[config.mk]
export PLATFORM = sky130hd
export DESIGN_NAME = cam_ctrl
export DESIGN_NICKNAME = d
export VERILOG_FILES = /design/src/rtl/cam_ctrl.sv
export SDC_FILE = /design/constraint.sdc
export NUM_CORES = 1
export LEC_CHECK = 0
export ABC_CLOCK_PERIOD_IN_PS = 2620
export CORE_AREA = 2 2 513 515
export DETAILED_ROUTE_END_ITERATION = 10
export DIE_AREA = 0 0 515 517
export MAX_ROUTING_LAYER = met4
export PLACE_DENSITY = 0.3
export SKIP_CTS_REPAIR_TIMING = 1
export SLEW_MARGIN = 20
export SYNTH_ARGS = -nofsm -noshare
export SYNTH_HDL_FRONTEND = slang
export SYNTH_SLANG_ARGS = --single-unit
[constraint.sdc]
create_clock -name clk -period 2.62 [get_ports clk]
set_input_delay 0.524 -clock clk [delete_from_list [all_inputs] [get_ports clk]]
set_output_delay 0.524 -clock clk [all_outputs]
set_load 0.02 [all_outputs]
[src/rtl/cam_ctrl.sv]
// CAM controller: sequences READ / WRITE / SEARCH / WRITE_FREE commands onto an external CAM array.
// Optional free-slot allocation for WRITE_FREE is enabled by defining CAM_CTRL_WRITE_FREE_EN.
module cam_ctrl #(
   parameter int unsigned WIDTH      = 32,
   parameter int unsigned DEPTH      = 32,
   parameter int unsigned ADDR_WIDTH = 5
) (
   input  logic                     clk,
   input  logic                     reset,
   input  logic                     cmd_valid,
   output logic                     cmd_ready,
   input  logic [1:0]               cmd_op,
   input  logic [ADDR_WIDTH-1:0]    cmd_addr,
   input  logic [WIDTH-1:0]         cmd_data,
   output logic                     rsp_valid,
   input  logic                     rsp_ready,
   output logic [WIDTH-1:0]         rsp_data,
   output logic [ADDR_WIDTH-1:0]    rsp_index,
   output logic                     rsp_hit,
   output logic                     rsp_err,
   output logic [DEPTH-1:0]         write_enable_o,
   output logic [DEPTH-1:0]         read_enable_o,
   output logic                     search_enable_o,
   output logic [WIDTH-1:0]         write_data_o,
   output logic [WIDTH-1:0]         search_data_o,
   input  logic [DEPTH*WIDTH-1:0]   all_data_i,
   input  logic [DEPTH-1:0]         search_result_i,
   input  logic [DEPTH-1:0]         read_valid_i,
   output logic                     full_o
);

   localparam logic [1:0] IDLE    = 2'd0;
   localparam logic [1:0] ISSUE   = 2'd1;
   localparam logic [1:0] CAPTURE = 2'd2;
   localparam logic [1:0] RESP    = 2'd3;

   localparam logic [1:0] OP_READ   = 2'b00;
   localparam logic [1:0] OP_WRITE  = 2'b01;
   localparam logic [1:0] OP_SEARCH = 2'b10;
   localparam logic [1:0] OP_WFREE  = 2'b11;

   if (DEPTH != (2 ** ADDR_WIDTH)) begin : g_bad_depth
      $error("cam_ctrl: DEPTH must equal 2**ADDR_WIDTH");
   end

   logic [1:0]            state, state_nxt;
   logic [1:0]            op_q, op_nxt;
   logic [ADDR_WIDTH-1:0] addr_q, addr_nxt;
   logic [WIDTH-1:0]      data_q, data_nxt;
   logic                  refuse_q, refuse_nxt;
   logic [DEPTH-1:0]      occ, occ_nxt;

   logic                  cmd_ready_nxt, rsp_valid_nxt, rsp_hit_nxt, rsp_err_nxt;
   logic [WIDTH-1:0]      rsp_data_nxt, write_data_nxt, search_data_nxt;
   logic [ADDR_WIDTH-1:0] rsp_index_nxt;
   logic [DEPTH-1:0]      we_nxt, re_nxt;
   logic                  se_nxt;

   logic [DEPTH-1:0]      match;
   logic [ADDR_WIDTH-1:0] hit_idx;

   // Lowest occupied word whose array match flag is set.
   always_comb begin
      match   = search_result_i & occ;
      hit_idx = '0;
      for (int i = DEPTH - 1; i >= 0; i--) begin
         if (match[i]) hit_idx = ADDR_WIDTH'(i);
      end
   end

`ifdef CAM_CTRL_WRITE_FREE_EN
   logic [ADDR_WIDTH-1:0] free_idx;

   // Lowest unoccupied word, the allocation target for WRITE_FREE.
   always_comb begin
      free_idx = '0;
      for (int i = DEPTH - 1; i >= 0; i--) begin
         if (!occ[i]) free_idx = ADDR_WIDTH'(i);
      end
   end
`endif

   always_comb begin
      state_nxt       = state;
      op_nxt          = op_q;
      addr_nxt        = addr_q;
      data_nxt        = data_q;
      refuse_nxt      = refuse_q;
      occ_nxt         = occ;
      rsp_valid_nxt   = rsp_valid;
      rsp_data_nxt    = rsp_data;
      rsp_index_nxt   = rsp_index;
      rsp_hit_nxt     = rsp_hit;
      rsp_err_nxt     = rsp_err;
      write_data_nxt  = write_data_o;
      search_data_nxt = search_data_o;
      we_nxt          = '0;
      re_nxt          = '0;
      se_nxt          = 1'b0;

      case (state)
         IDLE: begin
            if (cmd_valid && cmd_ready) begin
               state_nxt  = ISSUE;
               op_nxt     = cmd_op;
               addr_nxt   = cmd_addr;
               data_nxt   = cmd_data;
               refuse_nxt = 1'b0;
               case (cmd_op)
                  OP_READ:   re_nxt = DEPTH'(1) << cmd_addr;
                  OP_WRITE: begin
                     we_nxt         = DEPTH'(1) << cmd_addr;
                     write_data_nxt = cmd_data;
                  end
                  OP_SEARCH: begin
                     se_nxt          = 1'b1;
                     search_data_nxt = cmd_data;
                  end
                  default: begin
`ifdef CAM_CTRL_WRITE_FREE_EN
                     if (&occ) begin
                        refuse_nxt = 1'b1;
                     end else begin
                        addr_nxt       = free_idx;
                        we_nxt         = DEPTH'(1) << free_idx;
                        write_data_nxt = cmd_data;
                     end
`else
                     refuse_nxt = 1'b1;
`endif
                  end
               endcase
            end
         end
         ISSUE: begin
            state_nxt = CAPTURE;
            re_nxt    = read_enable_o;
            se_nxt    = search_enable_o;
            if (op_q == OP_WRITE || (op_q == OP_WFREE && !refuse_q)) occ_nxt[addr_q] = 1'b1;
         end
         CAPTURE: begin
            state_nxt     = RESP;
            rsp_valid_nxt = 1'b1;
            rsp_data_nxt  = data_q;
            rsp_index_nxt = addr_q;
            rsp_hit_nxt   = 1'b0;
            rsp_err_nxt   = 1'b0;
            case (op_q)
               OP_READ: begin
                  rsp_data_nxt = all_data_i[WIDTH*addr_q +: WIDTH];
                  rsp_err_nxt  = !read_valid_i[addr_q] || !occ[addr_q];
               end
               OP_SEARCH: begin
                  rsp_hit_nxt   = |match;
                  rsp_index_nxt = hit_idx;
               end
               OP_WFREE: begin
                  rsp_err_nxt = refuse_q;
                  if (refuse_q) rsp_index_nxt = '0;
               end
               default: ;
            endcase
         end
         default: begin
            if (rsp_valid && rsp_ready) begin
               state_nxt     = IDLE;
               rsp_valid_nxt = 1'b0;
            end
         end
      endcase

      cmd_ready_nxt = (state_nxt == IDLE);
   end

   always_ff @(posedge clk) begin
      if (reset) begin
         state           <= IDLE;
         op_q            <= OP_READ;
         addr_q          <= '0;
         data_q          <= '0;
         refuse_q        <= 1'b0;
         occ             <= '0;
         cmd_ready       <= 1'b0;
         rsp_valid       <= 1'b0;
         rsp_data        <= '0;
         rsp_index       <= '0;
         rsp_hit         <= 1'b0;
         rsp_err         <= 1'b0;
         write_enable_o  <= '0;
         read_enable_o   <= '0;
         search_enable_o <= 1'b0;
         write_data_o    <= '0;
         search_data_o   <= '0;
      end else begin
         state           <= state_nxt;
         op_q            <= op_nxt;
         addr_q          <= addr_nxt;
         data_q          <= data_nxt;
         refuse_q        <= refuse_nxt;
         occ             <= occ_nxt;
         cmd_ready       <= cmd_ready_nxt;
         rsp_valid       <= rsp_valid_nxt;
         rsp_data        <= rsp_data_nxt;
         rsp_index       <= rsp_index_nxt;
         rsp_hit         <= rsp_hit_nxt;
         rsp_err         <= rsp_err_nxt;
         write_enable_o  <= we_nxt;
         read_enable_o   <= re_nxt;
         search_enable_o <= se_nxt;
         write_data_o    <= write_data_nxt;
         search_data_o   <= search_data_nxt;
      end
   end

`ifdef CAM_CTRL_WRITE_FREE_EN
   // Tracks occupancy on the same edge that occ changes.
   always_ff @(posedge clk) begin
      if (reset) full_o <= 1'b0;
      else       full_o <= &occ_nxt;
   end
`else
   assign full_o = 1'b0;
`endif

endmodule

==> flow_summary.ini, run 1 <==
[worst_hold_path]
min_path_type = in2reg
holdPathEnd = data_q[2]
min_path_cells = 3
min_from = reset

[critical_path]
path_class = reg2reg
critPathMaxStageDelay_ns = 0.58
r2r.worst_path.cells = 8
worst-path-max-fanout = 7
cp_slowest_cell = mux4_2
cpLargestDelayFamily = compound AO/OA/AOI/OAI gates
setup.worst_path.start_class = flip-flop
crit_chain = buf_12, buf_16, mux4_2, a22o_1, a221oi_4, nand4_1, o211ai_1, a21oi_1
critPathRequiredTime_ns = 3.10
r2r_slack_ns = -0.08
crit_buf_inv = 2
arrival_ns = 3.18
r2r-start = addr_q[0]
rr_endpoint = rsp_data[26]
worst_setup_path_end_kind = flip-flop

[timing]
setup_viol = 3
final-hold-violation-count = 0
period_minus_slack_ns = 2.70
fmax_mhz = 370
slew_headroom = 0.495
period_share = 1.03
finalMaxSlewViolations = 0
finalSetupTns_ns = -0.121
rsz0062_at_grt = yes
timing.hold.ws_ns = 0.410
worst_pin_slew_ns = 0.737
skew_ns = 0.0212
fin_ws_ns = -0.0833

[clock_tree]
cts_tree = done
htreeDepth = 2
clock_latency_ns = 0.59
clk_pin_slew_worst_paths_ns = 0.05
clock_sinks = 244
cts_buffers = 39
ctsRootBufferMaster = clkbuf_16
cts_buffer_depth = 3

[yosys]
syn-num-nets = 2982
synth_area_per_cell_um2 = 9.69
syn_inst = 1843
synth_sequential_area_ratio = 0.273
synth_edf_count = 0
syn_area_mm2 = 0.0179
async_flop_share = 0
yosysWarnings = 0
synth_seq_cells = 244
synth_cell_types = 65
synthFlopType = dfxtp_1

[run]
cap_viol_max_count = 0

[cells_and_area]
fin_cells = 6862
drive_gt1_frac = 0.231
final_common_cell = clkdlybuf4s50_1
mostFrequentLayoutCells = clkdlybuf4s50_1 (1291), nand2_1 (309), buf_4 (256)
nNetsFinal = 4485
synthToLayoutAreaGrowth_pct = 123
final_util = 0.153

[placed_design]
port_buffers = 1300
place.gp.congestion = 0.864
place_hpwl_um = 200000
dp_cells = 6676
place_ws_ns = -0.726

[drt]
routed_wl_um = 224000
drc_errors = 0
detail_route.vias_per_cell = 3.35
vias = 22982
drt-pass1-iter-count = 5
drtIter0Drc = 1433
antenna_left = 0
wl_per_cell_um = 32.6

[power]
vdd_drop_max_v = 0.000382
powerDensity_mw_per_mm2 = 509
p_leak_nw = 12.7

[grt]
first_global_vias = 23494
antenna_found_initial = 181
grt.overflow.total = 0
grt_usage = 0.165
grt_first_pass_wirelength_um = 272000
grt_max_degree = 78

[run_status]
status = finished with violations
violations = negative setup slack

[die]
io_pins = 1302
rows = 188
fp.dieH_um = 517
die_w_um = 515
start_util = 0.0684
fp.dieArea_mm2 = 0.266
coreArea_mm2 = 0.261
[cell usage after synthesis (5+ instances only)]
master	count	area, µm²
o21ai_0	28	140
buf_4	27	203
buf_1	8	30.0
nor4_1	15	93.8
nand4_1	15	93.8
mux2i_1	90	901
nor2b_1	21	131
a22o_1	10	87.6
a211oi_1	14	105
a32oi_1	7	61.3
nor3_1	17	85.1
ha_1	8	100
nand2_1	315	1180
a21oi_1	180	901
a22oi_1	79	593
a2111oi_0	14	123
nand3_1	19	95.1
a221o_1	10	100
o22ai_1	23	144
o211ai_1	13	97.6
nand2b_1	11	68.8
nor2_1	181	679
clkbuf_1	89	334
buf_6	19	214
buf_2	35	175
inv_1	11	41.3
mux2_2	17	191
mux4_2	235	5290
o221ai_1	15	131
dfxtp_1	244	4880
a31oi_1	9	56.3
nor3b_1	5	37.5
[final cells by class]
type | count | area, µm²
Fill cell | 29411 | 221000
Timing Repair Buffer | 1640 | 16500
Multi-Input combinational cell | 1409 | 12600
Sequential cell | 244 | 4900
Tap cell | 3420 | 4280
Clock buffer | 61 | 1200
Antenna cell | 68 | 170
Clock inverter | 8 | 91.3
Inverter | 12 | 45.0
[registers in the layout, indices dropped and copies added (netlist names)]
| name | flops |
|---|---|
| addr_q | 5 |
| cmd_ready | 1 |
| data_q | 32 |
| occ | 32 |
| op_q | 2 |
| read_enable_o | 32 |
| refuse_q | 1 |
| rsp_data | 32 |
| rsp_err | 1 |
| rsp_hit | 1 |
| rsp_index | 5 |
| rsp_valid | 1 |
| search_data_o | 32 |
| search_enable_o | 1 |
| state | 2 |
| write_data_o | 32 |
| write_enable_o | 32 |
[kinds of logic after synthesis]
family | count (synthesis) | share of synthesized area
AO/OA/AOI/OAI | 430 | 0.157
adder cells (fa/ha/maj) | 8 | 0.00560
buffers and inverters | 190 | 0.0560
flip-flops | 244 | 0.273
multiplexers | 342 | 0.357
other | 1 | 0.000210
AND/OR/NAND/NOR | 628 | 0.150
[power by group]
part / total [W] / leakage [nW] / internal (W) / switching, W
logic: 0.0106 / 10.1 / 0.00503 / 0.00562
registers: 0.00429 / 1.98 / 0.00400 / 0.000284
clock network: 0.00533 / 0.635 / 0.00316 / 0.00217
[how the worst max path moves through the flow]
stage / from / to / slack, ns / cells past startpoint
2_1_floorplan: addr_q[0] / rsp_data[30] / 0.63 / 7
3_3_place_gp: addr_q[0] / rsp_data[25] / -0.81 / 9
3_5_place_dp: addr_q[0] / rsp_data[25] / -0.73 / 9
4_1_cts: addr_q[0] / rsp_data[25] / -0.75 / 9
5_1_grt: addr_q[0] / rsp_data[26] / -0.16 / 8
6_report: addr_q[0] / rsp_data[26] / -0.08 / 8
[metal layers]
layer | global-route usage | vias up | routed length (µm)
met1 | 0.200 | 11343 | 96500
met3 | 0.0541 | 219 | 18200
met5 | - | - | 0
li1 | - | 10219 | -
met4 | 0.0181 | 0 | 3390
met2 | 0.271 | 1201 | 106000
[worst reg2reg max path, stage by stage (launching register included)]
cell	delay (ns)
dfxtp_4	0.37
buf_12	0.14
buf_16	0.17
mux4_2	0.60
a22o_1	0.27
a221oi_4	0.26
nand4_1	0.46
o211ai_1	0.25
a21oi_1	0.09
[through the flow]
stage,area [µm²],power (W)
after global placement,37200,0.0147
after detailed placement,37200,0.0147
after floorplan,17900,0.00790
final,39800,0.0203
after CTS,38500,0.0202
after global routing,39800,0.0214
Power figures use the tool's default switching activity.
==> inputs of run 2 (changes only) <==
Settings changed: ABC_AREA set to 1, CORE_AREA 2 2 513 515 to 2 2 505 507, DIE_AREA 0 0 515 517 to 0 0 507 509, SLEW_MARGIN 20 to 25.
==> run 2 against run 1 <==
Against the previous run: the run still ends with negative setup slack left; global-route usage increased by 1.7 points; count of clock-buffer cells in the layout down 16; critical endpoint is now rsp_data[1]; die area down 3.1%; critical path depth up 7; sequential power is 4% higher; non-clock buffer count grew 147; largest power group unchanged; via count rose by 14%; power rose by 39%; critical path type unchanged; register-to-register slack got worse by 0.37 ns; sequential share of layout area fell by 0.30 points; sequential cell count stayed put; clock power decreased by 16%.
==> flow_summary.ini, run 2 <==
[die]
io_pins = 1302
coreArea_mm2 = 0.253
start_util = 0.0646
rows = 185
die_w_um = 507
fp.dieArea_mm2 = 0.258
fp.dieH_um = 509

[timing]
finalMaxSlewViolations = 0
skew_ns = 0.0138
rsz0062_at_grt = yes
final-hold-violation-count = 0
period_share = 1.17
slew_headroom = 0.246
worst_pin_slew_ns = 1.12
setup_viol = 30
fmax_mhz = 326
period_minus_slack_ns = 3.07
fin_ws_ns = -0.450

[clock_tree]
cts_buffer_depth = 3
htreeDepth = 1
clock_sinks = 244
ctsRootBufferMaster = clkbuf_16
clk_pin_slew_worst_paths_ns = 0.06
cts_buffers = 30
clock_latency_ns = 0.60
cts_tree = done

[drt]
antenna_left = 0
drt-pass1-iter-count = 7
vias = 26090
drc_errors = 0
drtIter0Drc = 1639
routed_wl_um = 243000
detail_route.vias_per_cell = 3.50
wl_per_cell_um = 32.6

[grt]
grt_usage = 0.181
antenna_found_initial = 134
grt_util_met1 = 0.208
grt.overflow.total = 0
global_route.usage.met3 = 0.0617
first_global_vias = 26426
grt_first_pass_wirelength_um = 295000
grt_util_met2 = 0.307
top_usage_layer = met2
grt_max_degree = 105

[placed_design]
place_hpwl_um = 210000
place.gp.congestion = 0.883
place_ws_ns = -0.970
dp_cells = 7245
port_buffers = 1300
place_area_mm2 = 0.0368

[cells_and_area]
drive_gt1_frac = 0.199
fin_cells = 7456
nNetsFinal = 5120
fillCellCount = 28763
synthToLayoutAreaGrowth_pct = 150
mostFrequentLayoutCells = clkdlybuf4s50_1 (1296), nand2_1 (481), a22oi_1 (406)
final_util = 0.161
final_area_mm2 = 0.0408
final_common_cell = clkdlybuf4s50_1

[power]
power_frac_comb = 0.684
cellInternalPower_w = 0.0149
p_total_w = 0.0282
vdd_drop_max_v = 0.000470
powerDensity_mw_per_mm2 = 693
p_seq_frac = 0.158
p_clk_frac = 0.158
p_sw_w = 0.0134
p_leak_nw = 14.5
swShare = 0.473

[yosys]
yosysTopAreaCell = dfxtp_1
synth_compound_area_frac = 0.400
synth.most_common_cell = nand2_1
syn-num-nets = 3527
synth_sequential_area_ratio = 0.299
muxShareOfSynthArea = 0
async_flop_share = 0
synthSimpleGateAreaFrac = 0.211
syn_area_mm2 = 0.0163
synth_fa_ha_area_frac = 0.00613
synth_area_per_cell_um2 = 6.84
synthFlopType = dfxtp_1
synth_top_family_by_area = compound AO/OA/AOI/OAI gates
ys_top_cells_by_area = dfxtp_1 (30%), a22oi_1 (21%), nand2_1 (12%)
yosys-top-cells-count = nand2_1 (529), a22oi_1 (461), dfxtp_1 (244)
synth-xor-area-share = 0
yosys.area.top_type_share = 0.299
yosysWarnings = 0
syn_inst = 2388
synth_seq_cells = 244
synth_edf_count = 0
synth_cell_types = 43

[critical_path]
worst_setup_path_end_kind = flip-flop
arrival_ns = 3.52
critPathRequiredTime_ns = 3.08
worst-path-max-fanout = 15
setup.worst_path.start_class = flip-flop
path_class = reg2reg

[run]
cap_viol_max_count = 0

[run_status]
violations = negative setup slack
status = finished with violations

[worst_hold_path]
min_path_type = reg2reg
## run 2: changes by cell type in the layout (fill, tap and decap cells not counted), moves of 36 or more
cell     previous run  this run
inv_1              11        82
a22oi_1            65       406
buf_6              23        59
mux2i_1            77         0
mux4_2            235         0
o21ai_0            21       112
nand2_1           309       481
a21oi_1           170       224
a22oi_2            14        55
buf_4             256       319
## run 2: worst max-delay path, cell delays in order, from the launching register on
cell	delay, ns
dfxtp_4	0.36
buf_6	0.13
nand2_8	0.09
clkinv_16	0.08
buf_16	0.15
buf_12	0.15
buf_16	0.16
a22oi_2	0.42
buf_4	0.18
nand2_1	0.11
a221oi_2	0.30
buf_4	0.15
nand3_1	0.19
buf_6	0.22
o211ai_1	0.09
a21oi_1	0.08
## run 2: path summary, 6_finish.rpt
kind | to | slack (ns) | from | cells past startpoint
max | rsp_data[1] | -0.45 | addr_q[0] | 15
min | search_data_o[16] | 0.44 | search_data_o[16] | 2
max reg2reg | rsp_data[1] | -0.45 | addr_q[0] | 15
min reg2reg | search_data_o[16] | 0.44 | search_data_o[16] | 2
## run 2: cell families after synthesis
family	after synthesis
buffers and inverters	321
other	1
DFF	244
adders and majority gates	8
and+or+nand+nor	844
AOI/OAI and AO/OA	970
## run 2: stage by stage
stage               TNS (ns)  hold WS (ns)
finish                 -4.40         0.441
floorplan                  0         0.430
CTS                   -19.75         0.408
detailed placement    -19.42         0.436
global placement      -20.26         0.430
global route           -9.15         0.468
## run 2: power by group through the flow
stage	Sequential [W]	Combinational (W)	Clock, W
3_5_place_dp	0.00454	0.0178	0
4_1_cts	0.00447	0.0179	0.00469
2_1_floorplan	0.00475	0.00487	0
5_1_grt	0.00453	0.0207	0.00478
3_3_place_gp	0.00454	0.0179	0
6_report	0.00447	0.0193	0.00446
## run 2: final cells by class
cell class / instances / area (µm²) / share of cell area
well taps: 3366 / 4210 / 0.103
repair buffers: 1787 / 18400 / 0.450
multi-input cells: 1823 / 11700 / 0.287
clock buffers: 45 / 908 / 0.0223
clock inverters: 11 / 118 / 0.00288
diodes: 85 / 213 / 0.00522
inverters: 95 / 388 / 0.00951
flip-flops and latches: 244 / 4900 / 0.120
## run 2: per-layer routing
| metal | share of wire | routed length, µm |
|---|---|---|
| met4 | 0.013 | 3250 |
| met2 | 0.49 | 119000 |
| met1 | 0.41 | 99800 |
| met5 | 0 | 0 |
| met3 | 0.086 | 20800 |
